File: config.mk
export PLATFORM = sky130hd
export DESIGN_NAME = uart_tx_scheduler
export DESIGN_NICKNAME = d
export VERILOG_FILES = /design/src/rtl/uart_tx_scheduler.sv
export SDC_FILE = /design/constraint.sdc
export NUM_CORES = 1
export LEC_CHECK = 0
export BUFFER_PORTS_ARGS = -buffer_cell sky130_fd_sc_hd__buf_4
export CAP_MARGIN = 25
export CORE_ASPECT_RATIO = 0.5
export CORE_UTILIZATION = 50
export DETAILED_ROUTE_END_ITERATION = 12
export PLACE_DENSITY = 0.85
export SETUP_SLACK_MARGIN = 0.2
export SKIP_CTS_REPAIR_TIMING = 1
export SYNTH_ARGS = -nofsm -noshare
export SYNTH_HDL_FRONTEND = slang
export SYNTH_SLANG_ARGS = --single-unit
File: constraint.sdc
create_clock -name clock50 -period 11.6 [get_ports clock50]
set_input_delay 2.32 -clock clock50 [delete_from_list [all_inputs] [get_ports clock50]]
set_output_delay 2.32 -clock clock50 [all_outputs]
set_load 0.02 [all_outputs]
File: src/rtl/uart_tx_scheduler.sv
// ============================================================================
// uart_tx_scheduler
// ----------------------------------------------------------------------------
// Shares one UART transmit line between NUM_REQ byte producers.
//   - Baud tick: carry out of a free-running phase accumulator (acc += BAUD_INC).
//   - Round-robin arbiter with a per-requester valid/ready handshake.
//   - Frame sequencer: start bit, 8 data bits LSB first, [even parity], stop bit.
//
// Build option:
//   UART_TX_PARITY_EN  when defined, a PARITY state is inserted between DATA and
//                      STOP and frames are 8E1 (11 ticks). Otherwise 8N1 (10 ticks).
//
// Ports:
//   clock50    in   1          system clock (single clock domain)
//   reset_n    in   1          asynchronous active-low reset
//   req_valid  in   NUM_REQ    bit i: requester i holds a byte
//   req_data   in   8*NUM_REQ  byte of requester i at [8*i+7 : 8*i]
//   req_ready  out  NUM_REQ    one-hot, one-cycle accept pulse (only on a tick)
//   tx         out  1          serial line, idle high
//   busy       out  1          high whenever the sequencer is not idle
//   grant_id   out  3          requester owning the current/last frame
// ============================================================================
module uart_tx_scheduler #(
    parameter int unsigned NUM_REQ  = 4,
    parameter int unsigned ACC_W    = 16,
    parameter int unsigned BAUD_INC = 151
) (
    input  logic                   clock50,
    input  logic                   reset_n,
    input  logic [NUM_REQ-1:0]     req_valid,
    input  logic [8*NUM_REQ-1:0]   req_data,
    output logic [NUM_REQ-1:0]     req_ready,
    output logic                   tx,
    output logic                   busy,
    output logic [2:0]             grant_id
);

    // ------------------------------------------------------------------------
    // State encoding
    // ------------------------------------------------------------------------
    localparam logic [2:0] ST_IDLE   = 3'd0;
    localparam logic [2:0] ST_START  = 3'd1;
    localparam logic [2:0] ST_DATA   = 3'd2;
    localparam logic [2:0] ST_STOP   = 3'd4;
`ifdef UART_TX_PARITY_EN
    localparam logic [2:0] ST_PARITY = 3'd3;
`endif

    localparam logic [ACC_W:0] INC_EXT     = (ACC_W+1)'(BAUD_INC);
    localparam logic [2:0]     RR_LAST_RST = 3'(NUM_REQ - 1);

    // ------------------------------------------------------------------------
    // Registers
    // ------------------------------------------------------------------------
    logic [ACC_W-1:0] acc_q, acc_d;
    logic [2:0]       state_q, state_d;
    logic             tx_q, tx_d;
    logic [7:0]       sh_q, sh_d;
    logic [2:0]       bit_cnt_q, bit_cnt_d;
    logic [2:0]       rr_last_q, rr_last_d;
    logic [2:0]       grant_id_q, grant_id_d;
`ifdef UART_TX_PARITY_EN
    logic             par_q, par_d;
`endif

    // ------------------------------------------------------------------------
    // Baud tick: the accumulator never stalls; its carry is the tick.
    // ------------------------------------------------------------------------
    logic tick;

    assign {tick, acc_d} = {1'b0, acc_q} + INC_EXT;

    // ------------------------------------------------------------------------
    // Round-robin search starting just after the last winner.
    // valid is zero-extended to 8 bits so a 3-bit index is always in range.
    // ------------------------------------------------------------------------
    logic [7:0] valid_ext;
    logic       any_valid;
    logic [2:0] grant_idx;
    logic [3:0] idx;

    assign valid_ext = 8'(req_valid);

    always_comb begin
        any_valid = 1'b0;
        grant_idx = 3'd0;
        idx       = 4'd0;
        for (int k = 0; k < NUM_REQ; k++) begin
            idx = {1'b0, rr_last_q} + 4'd1 + 4'(k);
            if (idx >= 4'(NUM_REQ)) begin
                idx = idx - 4'(NUM_REQ);
            end
            if (!any_valid && valid_ext[idx[2:0]]) begin
                any_valid = 1'b1;
                grant_idx = idx[2:0];
            end
        end
    end

    // Byte of the candidate winner.
    logic [7:0] grant_data;

    always_comb begin
        grant_data = 8'h00;
        for (int i = 0; i < NUM_REQ; i++) begin
            if (grant_idx == 3'(i)) begin
                grant_data = req_data[8*i +: 8];
            end
        end
    end

    // A grant is only possible on a tick while idle or at the end of a stop bit.
    logic can_grant;
    logic grant_fire;

    assign can_grant  = (state_q == ST_IDLE) || (state_q == ST_STOP);
    assign grant_fire = tick && can_grant && any_valid;

    always_comb begin
        req_ready = '0;
        for (int i = 0; i < NUM_REQ; i++) begin
            req_ready[i] = grant_fire && (grant_idx == 3'(i));
        end
    end

    // ------------------------------------------------------------------------
    // Frame sequencer: every transition is qualified by tick, so each bit is
    // exactly one tick period long.
    // ------------------------------------------------------------------------
    always_comb begin
        state_d    = state_q;
        tx_d       = tx_q;
        sh_d       = sh_q;
        bit_cnt_d  = bit_cnt_q;
        rr_last_d  = rr_last_q;
        grant_id_d = grant_id_q;
`ifdef UART_TX_PARITY_EN
        par_d      = par_q;
`endif

        if (tick) begin
            case (state_q)
                ST_IDLE, ST_STOP: begin
                    if (any_valid) begin
                        sh_d       = grant_data;
                        rr_last_d  = grant_idx;
                        grant_id_d = grant_idx;
                        tx_d       = 1'b0;
                        state_d    = ST_START;
`ifdef UART_TX_PARITY_EN
                        // Capture parity now; the byte is shifted away later.
                        par_d      = ^grant_data;
`endif
                    end else begin
                        tx_d    = 1'b1;
                        state_d = ST_IDLE;
                    end
                end

                ST_START: begin
                    tx_d      = sh_q[0];
                    sh_d      = {1'b0, sh_q[7:1]};
                    bit_cnt_d = 3'd0;
                    state_d   = ST_DATA;
                end

                ST_DATA: begin
                    if (bit_cnt_q == 3'd7) begin
`ifdef UART_TX_PARITY_EN
                        tx_d    = par_q;
                        state_d = ST_PARITY;
`else
                        tx_d    = 1'b1;
                        state_d = ST_STOP;
`endif
                    end else begin
                        tx_d      = sh_q[0];
                        sh_d      = {1'b0, sh_q[7:1]};
                        bit_cnt_d = bit_cnt_q + 3'd1;
                    end
                end

`ifdef UART_TX_PARITY_EN
                ST_PARITY: begin
                    tx_d    = 1'b1;
                    state_d = ST_STOP;
                end
`endif

                default: begin
                    tx_d    = 1'b1;
                    state_d = ST_IDLE;
                end
            endcase
        end
    end

    // ------------------------------------------------------------------------
    // State registers
    // ------------------------------------------------------------------------
    always_ff @(posedge clock50 or negedge reset_n) begin
        if (!reset_n) begin
            acc_q      <= '0;
            state_q    <= ST_IDLE;
            tx_q       <= 1'b1;
            sh_q       <= 8'h00;
            bit_cnt_q  <= 3'd0;
            rr_last_q  <= RR_LAST_RST;
            grant_id_q <= 3'd0;
`ifdef UART_TX_PARITY_EN
            par_q      <= 1'b0;
`endif
        end else begin
            acc_q      <= acc_d;
            state_q    <= state_d;
            tx_q       <= tx_d;
            sh_q       <= sh_d;
            bit_cnt_q  <= bit_cnt_d;
            rr_last_q  <= rr_last_d;
            grant_id_q <= grant_id_d;
`ifdef UART_TX_PARITY_EN
            par_q      <= par_d;
`endif
        end
    end

    // ------------------------------------------------------------------------
    // Outputs
    // ------------------------------------------------------------------------
    assign tx       = tx_q;
    assign busy     = (state_q != ST_IDLE);
    assign grant_id = grant_id_q;

endmodule

==> results of run 1 <==
[layout make-up]
| cell class | count | area [um2] |
|---|---|---|
| repair buffers | 47 | 353 |
| fillers | 347 | 1650 |
| well taps | 57 | 71.3 |
| inverters | 9 | 33.8 |
| clock buffers | 7 | 76.3 |
| clock inverters | 1 | 5.00 |
| flip-flops and latches | 36 | 905 |
| multi-input cells | 186 | 1370 |
[cells by family (layout without fill, tap and decap cells)]
kind of cell	after synthesis	in the layout	synth area share, %
AOI/OAI and AO/OA	54	54	17.7
xor gates and xnor gates	17	17	7.20
adders and majority gates	9	9	4.76
buffers and inverters	19	64	3.86
DFF	36	36	38.3
muxes	14	14	9.16
and+or+nand+nor	92	92	19.1
[how the worst min path moves through the flow]
stage | from | end | slack, ps | depth (start not counted)
2_1_floorplan | acc_q[0] | acc_q[0] | 410 | 1
3_3_place_gp | acc_q[0] | acc_q[0] | 410 | 1
3_5_place_dp | acc_q[0] | acc_q[0] | 420 | 1
4_1_cts | acc_q[0] | acc_q[0] | 430 | 1
5_1_grt | acc_q[0] | acc_q[0] | 430 | 1
6_report | acc_q[0] | acc_q[0] | 430 | 1
[state kept, by name, summed over array words and instances, names as in the netlist]
name and count:
acc_q 16, bit_cnt_q 3, grant_id 2, rr_last_q 3, sh_q 8, state_q 3
tx 1
[cells in the mapped netlist, types with 3 or more instances]
cell type,number
a211oi_1,8
a21o_1,3
a21oi_1,8
buf_2,4
clkbuf_1,3
dfrtp_1,33
dfstp_2,3
ha_1,9
inv_1,9
mux2i_1,7
mux4_1,3
nand2_1,26
nand2b_1,3
nand3_1,8
nor2_1,22
nor2b_1,6
nor3_1,5
o21a_1,3
o21ai_0,8
o31ai_1,6
or3_1,7
xnor2_1,11
xor2_1,4
[routing by layer]
| metal | vias up | part of all wire, % | routed length (um) |
|---|---|---|---|
| li1 | 957 | - | - |
| met1 | 965 | 43 | 2280 |
| met2 | 47 | 51 | 2720 |
| met3 | 19 | 3.5 | 187 |
| met4 | 0 | 2.4 | 125 |
| met5 | - | 0 | 0 |
[worst max-delay path, delay by kind of cell]
kind | cells | cell delay, ps
AO/OA/AOI/OAI | 2 | 530
AND/OR/NAND/NOR | 3 | 780
multiplexers | 1 | 270
buffers and inverters | 2 | 280
[power groups by stage]
| stage | Clock [uW] | Combinational (uW) | Sequential (uW) |
|---|---|---|---|
| 4_1_cts | 85.3 | 25.3 | 126 |
| 6_report | 84.6 | 25.1 | 126 |
| 3_3_place_gp | 0 | 24.5 | 128 |
| 3_5_place_dp | 0 | 25.1 | 128 |
| 5_1_grt | 90.1 | 27.5 | 126 |
| 2_1_floorplan | 0 | 11.1 | 128 |
[per-stage QoR]
stage | area [um2] | util, % | hold WS, ps
global placement | 2740 | 61.2 | 414
CTS | 2820 | 63.1 | 430
finish | 2820 | 63.1 | 428
global route | 2820 | 63.1 | 433
detailed placement | 2740 | 61.2 | 420
floorplan | 2360 | - | 405
[layout by cell type (no fill, tap or decap), drive strengths merged, types with 2 or more instances in the layout]
cell	n
a211oi	9
and2	3
nor3	5
mux4	5
o31ai	6
o21a	3
nor2	22
ha	9
dfrtp	33
a21o	3
nand2b	3
o21bai	2
xnor2	11
a21oi	10
buf	47
inv	9
nand4	2
a31oi	2
or3	7
or2	2
and3	2
nor2b	6
o21ai	8
mux2i	7
clkbuf	7
nand2	26
xor2	5
dfstp	3
nand3	8
a22oi	2
mux2	2
==> results.json, run 1 <==
{
  "grt_max_degree": 37,
  "met1_usage_pct": 28.3,
  "drc_errors": 0,
  "relSlewSlack_pct": 55.1,
  "cts-root-buf": "clkbuf_8",
  "path_common_cell": "buf_4",
  "p_comb_share_pct": 10.7,
  "synth.distinct_cells": 54,
  "leakagePower_uw": 0.00129,
  "period_needed_ps": 6510,
  "dp_cells": 335,
  "synth_nets": 288,
  "status": "finished, final reports clean",
  "layout-drive-gt1-share_pct": 24.1,
  "start_kind": "input pin",
  "vias": 1988,
  "avgViaCountPerCell": 5.80,
  "synthFlopType": "dfrtp_1",
  "endpoint": "req_ready[3]",
  "slew_viol_final": 0,
  "track_usage_pct": 22.3,
  "intPower_uw": 182,
  "insertion_delay_ps": 280,
  "die-area_um2": 5020,
  "async_flop_share_pct": 100,
  "synth.top_cell.area_share_pct": 34.9,
  "sw_frac_of_total_pct": 22.5,
  "yosysSeqAreaShare_pct": 38.3,
  "firstDrtPassIters": 4,
  "switching_power_uw": 53.1,
  "grt_remaining_overflow": 0,
  "yosys_warnings": 0,
  "grt.busiest_layer": "met2",
  "gp_congestion": 0.855,
  "worstMarginPinSlew_ps": 668,
  "cts_buffer_depth": 2,
  "r2r-start": "rr_last_q[0]",
  "pwr-share-clk_pct": 35.9,
  "yosysTopAreaCell": "dfrtp_1",
  "fin_nets": 332,
  "grt_use_met3_pct": 2.79,
  "clk_pin_slew_ps": 70,
  "fin_crit_sh_pct": 56.1,
  "dp_slack_ps": 5140,
  "htree_num_levels": 2,
  "crit_fanout": 9,
  "grtUsageMet2_pct": 40.2,
  "ioPinCount": 47,
  "arrival_ps": 4190,
  "first_iter_violations": 128,
  "tritoncts": "yes",
  "setup_slack_ps": 5090,
  "routedWlPerCell_um": 15.5,
  "cp-end-kind": "output pin",
  "fin_skew_ps": 5.99,
  "power_uw": 235,
  "worstSetupPathType": "in2out",
  "r2r_cells": 12,
  "path_cells": "buf_4, mux2_2, or3_1, a21o_1, o32ai_4, nand2_1, nor2_1, buf_4",
  "portBuffers": 46,
  "syn_inst": 241,
  "numCtsBuffers": 5,
  "die_w_um": 99.2,
  "reg2reg_to": "sh_q[4]",
  "finalHoldViolCount": 0,
  "min_path_type": "reg2reg",
  "synth.area.top_cells": "dfrtp_1 (35%), ha_1 (4.8%), nand2_1 (4.1%), xnor2_1 (4.1%), nor2_1 (3.5%)",
  "rows": 17,
  "cellPowerDensity_nw_per_um2": 83.6,
  "setup-violations-final": 0,
  "antenna_left": 0,
  "synth-seq-cells": 36,
  "crit_required_ps": 9280,
  "final_cells": 343,
  "wl_um": 5320,
  "cp_slowest_cell": "or3_1",
  "pwr-share-seq_pct": 53.4,
  "antennaDiodeCount": 0,
  "dieHeight_um": 50.6,
  "synth_area_per_cell_um2": 9.81,
  "first_global_vias": 1974,
  "cap_violations": 0,
  "core_um2": 4470,
  "synth_edf_count": 0,
  "rrSetupSlack_ps": 7440,
  "fmax_mhz": 154,
  "peakVddDrop_uv": 42.1,
  "start_util_pct": 52.9,
  "antenna_found_initial": 0,
  "rsz0062_at_grt": "no",
  "tns_ps": 0,
  "max_stage_delay_ps": 390,
  "syn_area_um2": 2360,
  "place_hpwl_um": 3970,
  "area_growth_pct": 19.2,
  "grt_first_pass_wirelength_um": 8870,
  "startpoint": "req_valid[3]",
  "cts_sinks": 36
}
Power figures use the tool's default switching activity.
==> inputs of run 2 (changes only) <==
==> constraint.sdc (replaced) <==
create_clock -name clock50 -period 6.53 [get_ports clock50]
set_input_delay 1.306 -clock clock50 [delete_from_list [all_inputs] [get_ports clock50]]
set_output_delay 1.306 -clock clock50 [all_outputs]
set_load 0.02 [all_outputs]
==> run 2 against run 1 <==
Effect of this change: hold slack better by 11 ps; via count decreased by 0.45%; global-route usage shrank 0.27 points; largest cell class unchanged.
==> results.json, run 2 (synthesized netlist as in run 1, its figures left out) <==
{
  "r2r-start": "rr_last_q[0]",
  "avgViaCountPerCell": 5.77,
  "crit_fanout": 19,
  "route.met2.wl_um": 2560,
  "startpoint": "rr_last_q[0]",
  "m1WireLength_um": 2270,
  "hold_path_depth": 1,
  "setup_slack_ps": 1160,
  "first_iter_violations": 140,
  "cts_sinks": 36,
  "cts_buffer_depth": 2,
  "antenna_left": 0,
  "rsz0062_at_grt": "no",
  "gp_congestion": 0.859,
  "grt_remaining_overflow": 0,
  "relSlewSlack_pct": 57.3,
  "top_register": "acc_q",
  "dp_slack_ps": 1480,
  "arrival_ps": 4060,
  "fin_skew_ps": 4.92,
  "worstMarginPinSlew_ps": 634,
  "crit_required_ps": 5220,
  "place_hpwl_um": 3890,
  "slew_viol_final": 0,
  "cp_top_family": "simple AND/OR/NAND/NOR gates",
  "drc_errors": 0,
  "power_uw": 428,
  "vias": 1979,
  "grt_first_pass_wirelength_um": 8630,
  "pwr-share-clk_pct": 37.4,
  "numCtsBuffers": 5,
  "highest_layer": "met4",
  "min_from": "acc_q[0]",
  "layout-drive-gt1-share_pct": 24.8,
  "status": "finished, final reports clean",
  "tns_ps": 0,
  "cts-root-buf": "clkbuf_8",
  "switching_power_uw": 104,
  "worstSetupPathType": "reg2out",
  "leakagePower_uw": 0.00128,
  "firstDrtPassIters": 4,
  "fin_crit_sh_pct": 82.2,
  "setup-violations-final": 0,
  "cap_violations": 0,
  "antenna_found_initial": 0,
  "peakVddDrop_uv": 94.2,
  "r2r_cells": 12,
  "largest_reg_flops": 16,
  "intPower_uw": 324,
  "max_stage_delay_ps": 760,
  "ioPinCount": 47,
  "antennaDiodeCount": 0,
  "min_path_type": "reg2reg",
  "p_comb_share_pct": 10.5,
  "grt_max_degree": 37,
  "dieHeight_um": 50.6,
  "first_global_vias": 1931,
  "htree_num_levels": 2,
  "layout_commonest_cell": "buf_4",
  "reg.largest.list": "acc_q x16, sh_q x8",
  "finalHoldViolCount": 0,
  "crit_cells": 12,
  "die_w_um": 99.2,
  "final_cell_mix": "buf_4 (47), dfrtp_1 (33), nand2_1 (26), nor2_1 (22), xnor2_1 (11)",
  "area_growth_pct": 19.6,
  "track_usage_pct": 22.0,
  "wl_um": 5180,
  "final_cell_area_um2": 2830,
  "placed_area_um2": 2740,
  "cp-end-kind": "output pin",
  "cp_slowest_cell": "dfstp_2",
  "start_kind": "flop",
  "tritoncts": "yes",
  "rows": 17,
  "clk_pin_slew_ps": 80,
  "core_um2": 4470,
  "sw_frac_of_total_pct": 24.2,
  "insertion_delay_ps": 290,
  "start_util_pct": 52.9,
  "whs_ps": 439,
  "routedWlPerCell_um": 15.1,
  "path_cells": "inv_1, ha_1, inv_1, ha_1, a21o_1, a21oi_1, o311a_1, a211oi_2, nor4_1, nand2_1, nor2_1, buf_4",
  "wl_met3_um": 258,
  "die-area_um2": 5020,
  "period_needed_ps": 5370,
  "fin_nets": 332,
  "portBuffers": 46,
  "critPathBufInv": 3,
  "fmax_mhz": 186,
  "pwr-share-seq_pct": 52.2,
  "cellPowerDensity_nw_per_um2": 151
}
[run 2: worst paths after layout]
check / end / slack, ps
max in group asynchronous: tx / 5230
worst max-delay path: req_ready[3] / 1160
min in group asynchronous: acc_q[4] / 960
worst min-delay path: acc_q[0] / 440
worst min register to register: acc_q[0] / 440
worst max register to register: sh_q[6] / 2480
[run 2: power groups by stage]
stage / registers (uW) / logic, uW / clock network, uW
floorplan: 228 / 19.7 / 0
global placement: 228 / 43.8 / 0
detailed placement: 228 / 45.0 / 0
CTS: 223 / 45.1 / 163
global route: 223 / 48.9 / 174
finish: 223 / 44.9 / 160
[run 2: per-stage QoR]
stage	instances	util (%)
after floorplan	241	-
after global placement	335	61.2
after detailed placement	335	61.2
after CTS	343	63.3
after global routing	343	63.3
final	343	63.3
[run 2: per-layer routing]
metal / up-vias / GRT usage [%]
li1: 959 / -
met3: 11 / 2.92
met2: 62 / 39.2
met4: 0 / 8.09
met5: - / 0
met1: 947 / 27.8
[run 2: final cells by class]
| type | instances | area (um2) |
|---|---|---|
| fill | 346 | 1640 |
| multi-input combinational | 186 | 1370 |
| sequential | 36 | 905 |
| timing repair buffer | 47 | 353 |
| tap | 57 | 71.3 |
| clock buffer | 5 | 68.8 |
| inverter | 9 | 33.8 |
| clock inverter | 3 | 23.8 |
[run 2: worst register-to-register path, delay by kind of cell (launching register included)]
family                   cells  cell delay [ps]
AO/OA/AOI/OAI                6             1150
AND/OR/NAND/NOR              2              850
buffers and inverters        2              340
flip-flops                   1              760
adder cells (fa/ha/maj)      2              830
==> inputs of run 3 (changes only) <==
--- a/config.mk
+++ b/config.mk
@@ -10,7 +10,7 @@
 export CORE_ASPECT_RATIO = 0.5
 export CORE_UTILIZATION = 50
 export DETAILED_ROUTE_END_ITERATION = 12
-export PLACE_DENSITY = 0.85
+export PLACE_DENSITY = 0.87
 export SETUP_SLACK_MARGIN = 0.2
 export SKIP_CTS_REPAIR_TIMING = 1
 export SYNTH_ARGS = -nofsm -noshare
==> constraint.sdc (replaced) <==
create_clock -name clock50 -period 4.85 [get_ports clock50]
set_input_delay 0.97 -clock clock50 [delete_from_list [all_inputs] [get_ports clock50]]
set_output_delay 0.97 -clock clock50 [all_outputs]
set_load 0.02 [all_outputs]
==> run 3 against run 2 <==
Effect of this change: die area did not move; cell count is 0.58% higher; critical path type unchanged; critical endpoint is now req_ready[1]; non-clock buffer count rose by 2; cell area grew 1.7%.
==> results.json, run 3 (synthesized netlist as in run 1, its figures left out) <==
{
  "status": "finished, final reports clean",
  "worstMarginPinSlew_ps": 508,
  "cap_violations": 0,
  "fin_skew_ps": 7.60,
  "register_area_um2": 905,
  "grt_max_degree": 37,
  "whs_endpoint": "acc_q[0]",
  "leakagePower_uw": 0.00129,
  "pwr-share-clk_pct": 36.8,
  "start_util_pct": 52.9,
  "start_kind": "flop",
  "fin_crit_sh_pct": 91.4,
  "track_usage_pct": 22.2,
  "finalHoldViolCount": 0,
  "pwr-share-seq_pct": 52.5,
  "sw_frac_of_total_pct": 23.8,
  "htree_num_levels": 2,
  "grt_first_pass_wirelength_um": 8540,
  "rsz0062_at_grt": "no",
  "insertion_delay_ps": 300,
  "wl_um": 5340,
  "rows": 17,
  "area_growth_pct": 21.7,
  "reg.largest.list": "acc_q x16, sh_q x8",
  "period_needed_ps": 4430,
  "firstDrtPassIters": 4,
  "relSlewSlack_pct": 66.0,
  "gp_congestion": 0.909,
  "crit_fanout": 10,
  "arrival_ps": 3460,
  "cts-root-buf": "clkbuf_8",
  "switching_power_uw": 136,
  "numCtsBuffers": 5,
  "r2r-start": "rr_last_q[0]",
  "r2r_cells": 13,
  "avgViaCountPerCell": 5.77,
  "multi_input_area_um2": 1410,
  "die-area_um2": 5020,
  "num-fill-cells": 342,
  "crit_required_ps": 3880,
  "final_cell_mix": "buf_4 (49), dfrtp_1 (33), nand2_1 (26), nor2_1 (22), xnor2_1 (11)",
  "dp_cells": 336,
  "routedWlPerCell_um": 15.5,
  "dieHeight_um": 50.6,
  "tns_ps": 0,
  "peakVddDrop_uv": 133,
  "cp-end-kind": "output pin",
  "antennaDiodeCount": 0,
  "min_path_type": "reg2reg",
  "antenna_left": 0,
  "rrSetupSlack_ps": 1310,
  "tritoncts": "yes",
  "first_global_vias": 1803,
  "intPower_uw": 437,
  "first_iter_violations": 74,
  "place_hpwl_um": 3990,
  "cts_buffer_depth": 2,
  "core_um2": 4470,
  "fin_nets": 334,
  "portBuffers": 46,
  "slew_viol_final": 0,
  "drc_errors": 0,
  "layout-drive-gt1-share_pct": 26.7,
  "layout_commonest_cell": "buf_4",
  "worstSetupPathType": "reg2out",
  "antenna_found_initial": 0,
  "min_from": "acc_q[0]",
  "top_register": "acc_q",
  "cellPowerDensity_nw_per_um2": 199,
  "vias": 1991,
  "cts_sinks": 36,
  "ioPinCount": 47,
  "die_w_um": 99.2,
  "final_cells": 345,
  "grt_remaining_overflow": 0,
  "reg2reg_to": "sh_q[5]",
  "setup-violations-final": 0,
  "fmax_mhz": 226,
  "p_comb_share_pct": 10.8,
  "largest_reg_flops": 16,
  "clk_pin_slew_ps": 70,
  "hold_path_depth": 1
}
-- run 3: worst max path at each step --
stage	from	to	slack, ps
finish	rr_last_q[0]	req_ready[1]	420
global route	rr_last_q[0]	req_ready[1]	200
CTS	rr_last_q[0]	req_ready[3]	100
detailed placement	rr_last_q[0]	req_ready[3]	460
global placement	rr_last_q[0]	req_ready[3]	660
floorplan	rr_last_q[0]	req_ready[1]	590
-- run 3: worst max-delay path, cell delays in order (launching register included) --
cell,delay [ps]
dfstp_2,530
inv_1,110
ha_2,480
inv_1,120
ha_2,240
a21o_1,170
a21oi_1,160
o311a_4,270
a211oi_2,60
or4_1,600
nor3_1,240
buf_4,180
-- run 3: per-stage QoR --
| step | total power, uW | hold WS (ps) | util (%) | setup WS, ps | cell area (um2) |
|---|---|---|---|---|---|
| 2_1_floorplan | 333 | 405 | - | 594 | 2360 |
| 3_3_place_gp | 365 | 414 | 61.4 | 655 | 2740 |
| 3_5_place_dp | 367 | 426 | 61.4 | 461 | 2740 |
| 4_1_cts | 577 | 437 | 63.3 | 103 | 2830 |
| 5_1_grt | 594 | 475 | 64.4 | 204 | 2880 |
| 6_report | 573 | 432 | 64.4 | 418 | 2880 |
-- run 3: per-layer routing --
layer  part of all wire, %  vias up  GRT usage [%]
met5                     0        -              0
li1                      -      965              -
met1                    44      970           28.6
met3                   2.9       14           3.06
met2                    51       42           38.2
met4                   2.4        0           8.82
-- run 3: cell type report --
type | instances | area share, %
clock inverters | 2 | 0.435
flip-flops and latches | 36 | 31.4
multi-input cells | 186 | 49.2
well taps | 57 | 2.48
clock buffers | 6 | 2.52
repair buffers | 49 | 12.8
inverters | 9 | 1.17
-- run 3: power groups by stage --
| stage | clock (uW) | sequential, uW | combinational [uW] |
|---|---|---|---|
| 2_1_floorplan | 0 | 306 | 26.6 |
| 3_3_place_gp | 0 | 306 | 58.9 |
| 3_5_place_dp | 0 | 306 | 60.1 |
| 4_1_cts | 216 | 301 | 60.3 |
| 5_1_grt | 226 | 301 | 67.6 |
| 6_report | 211 | 301 | 61.6 |
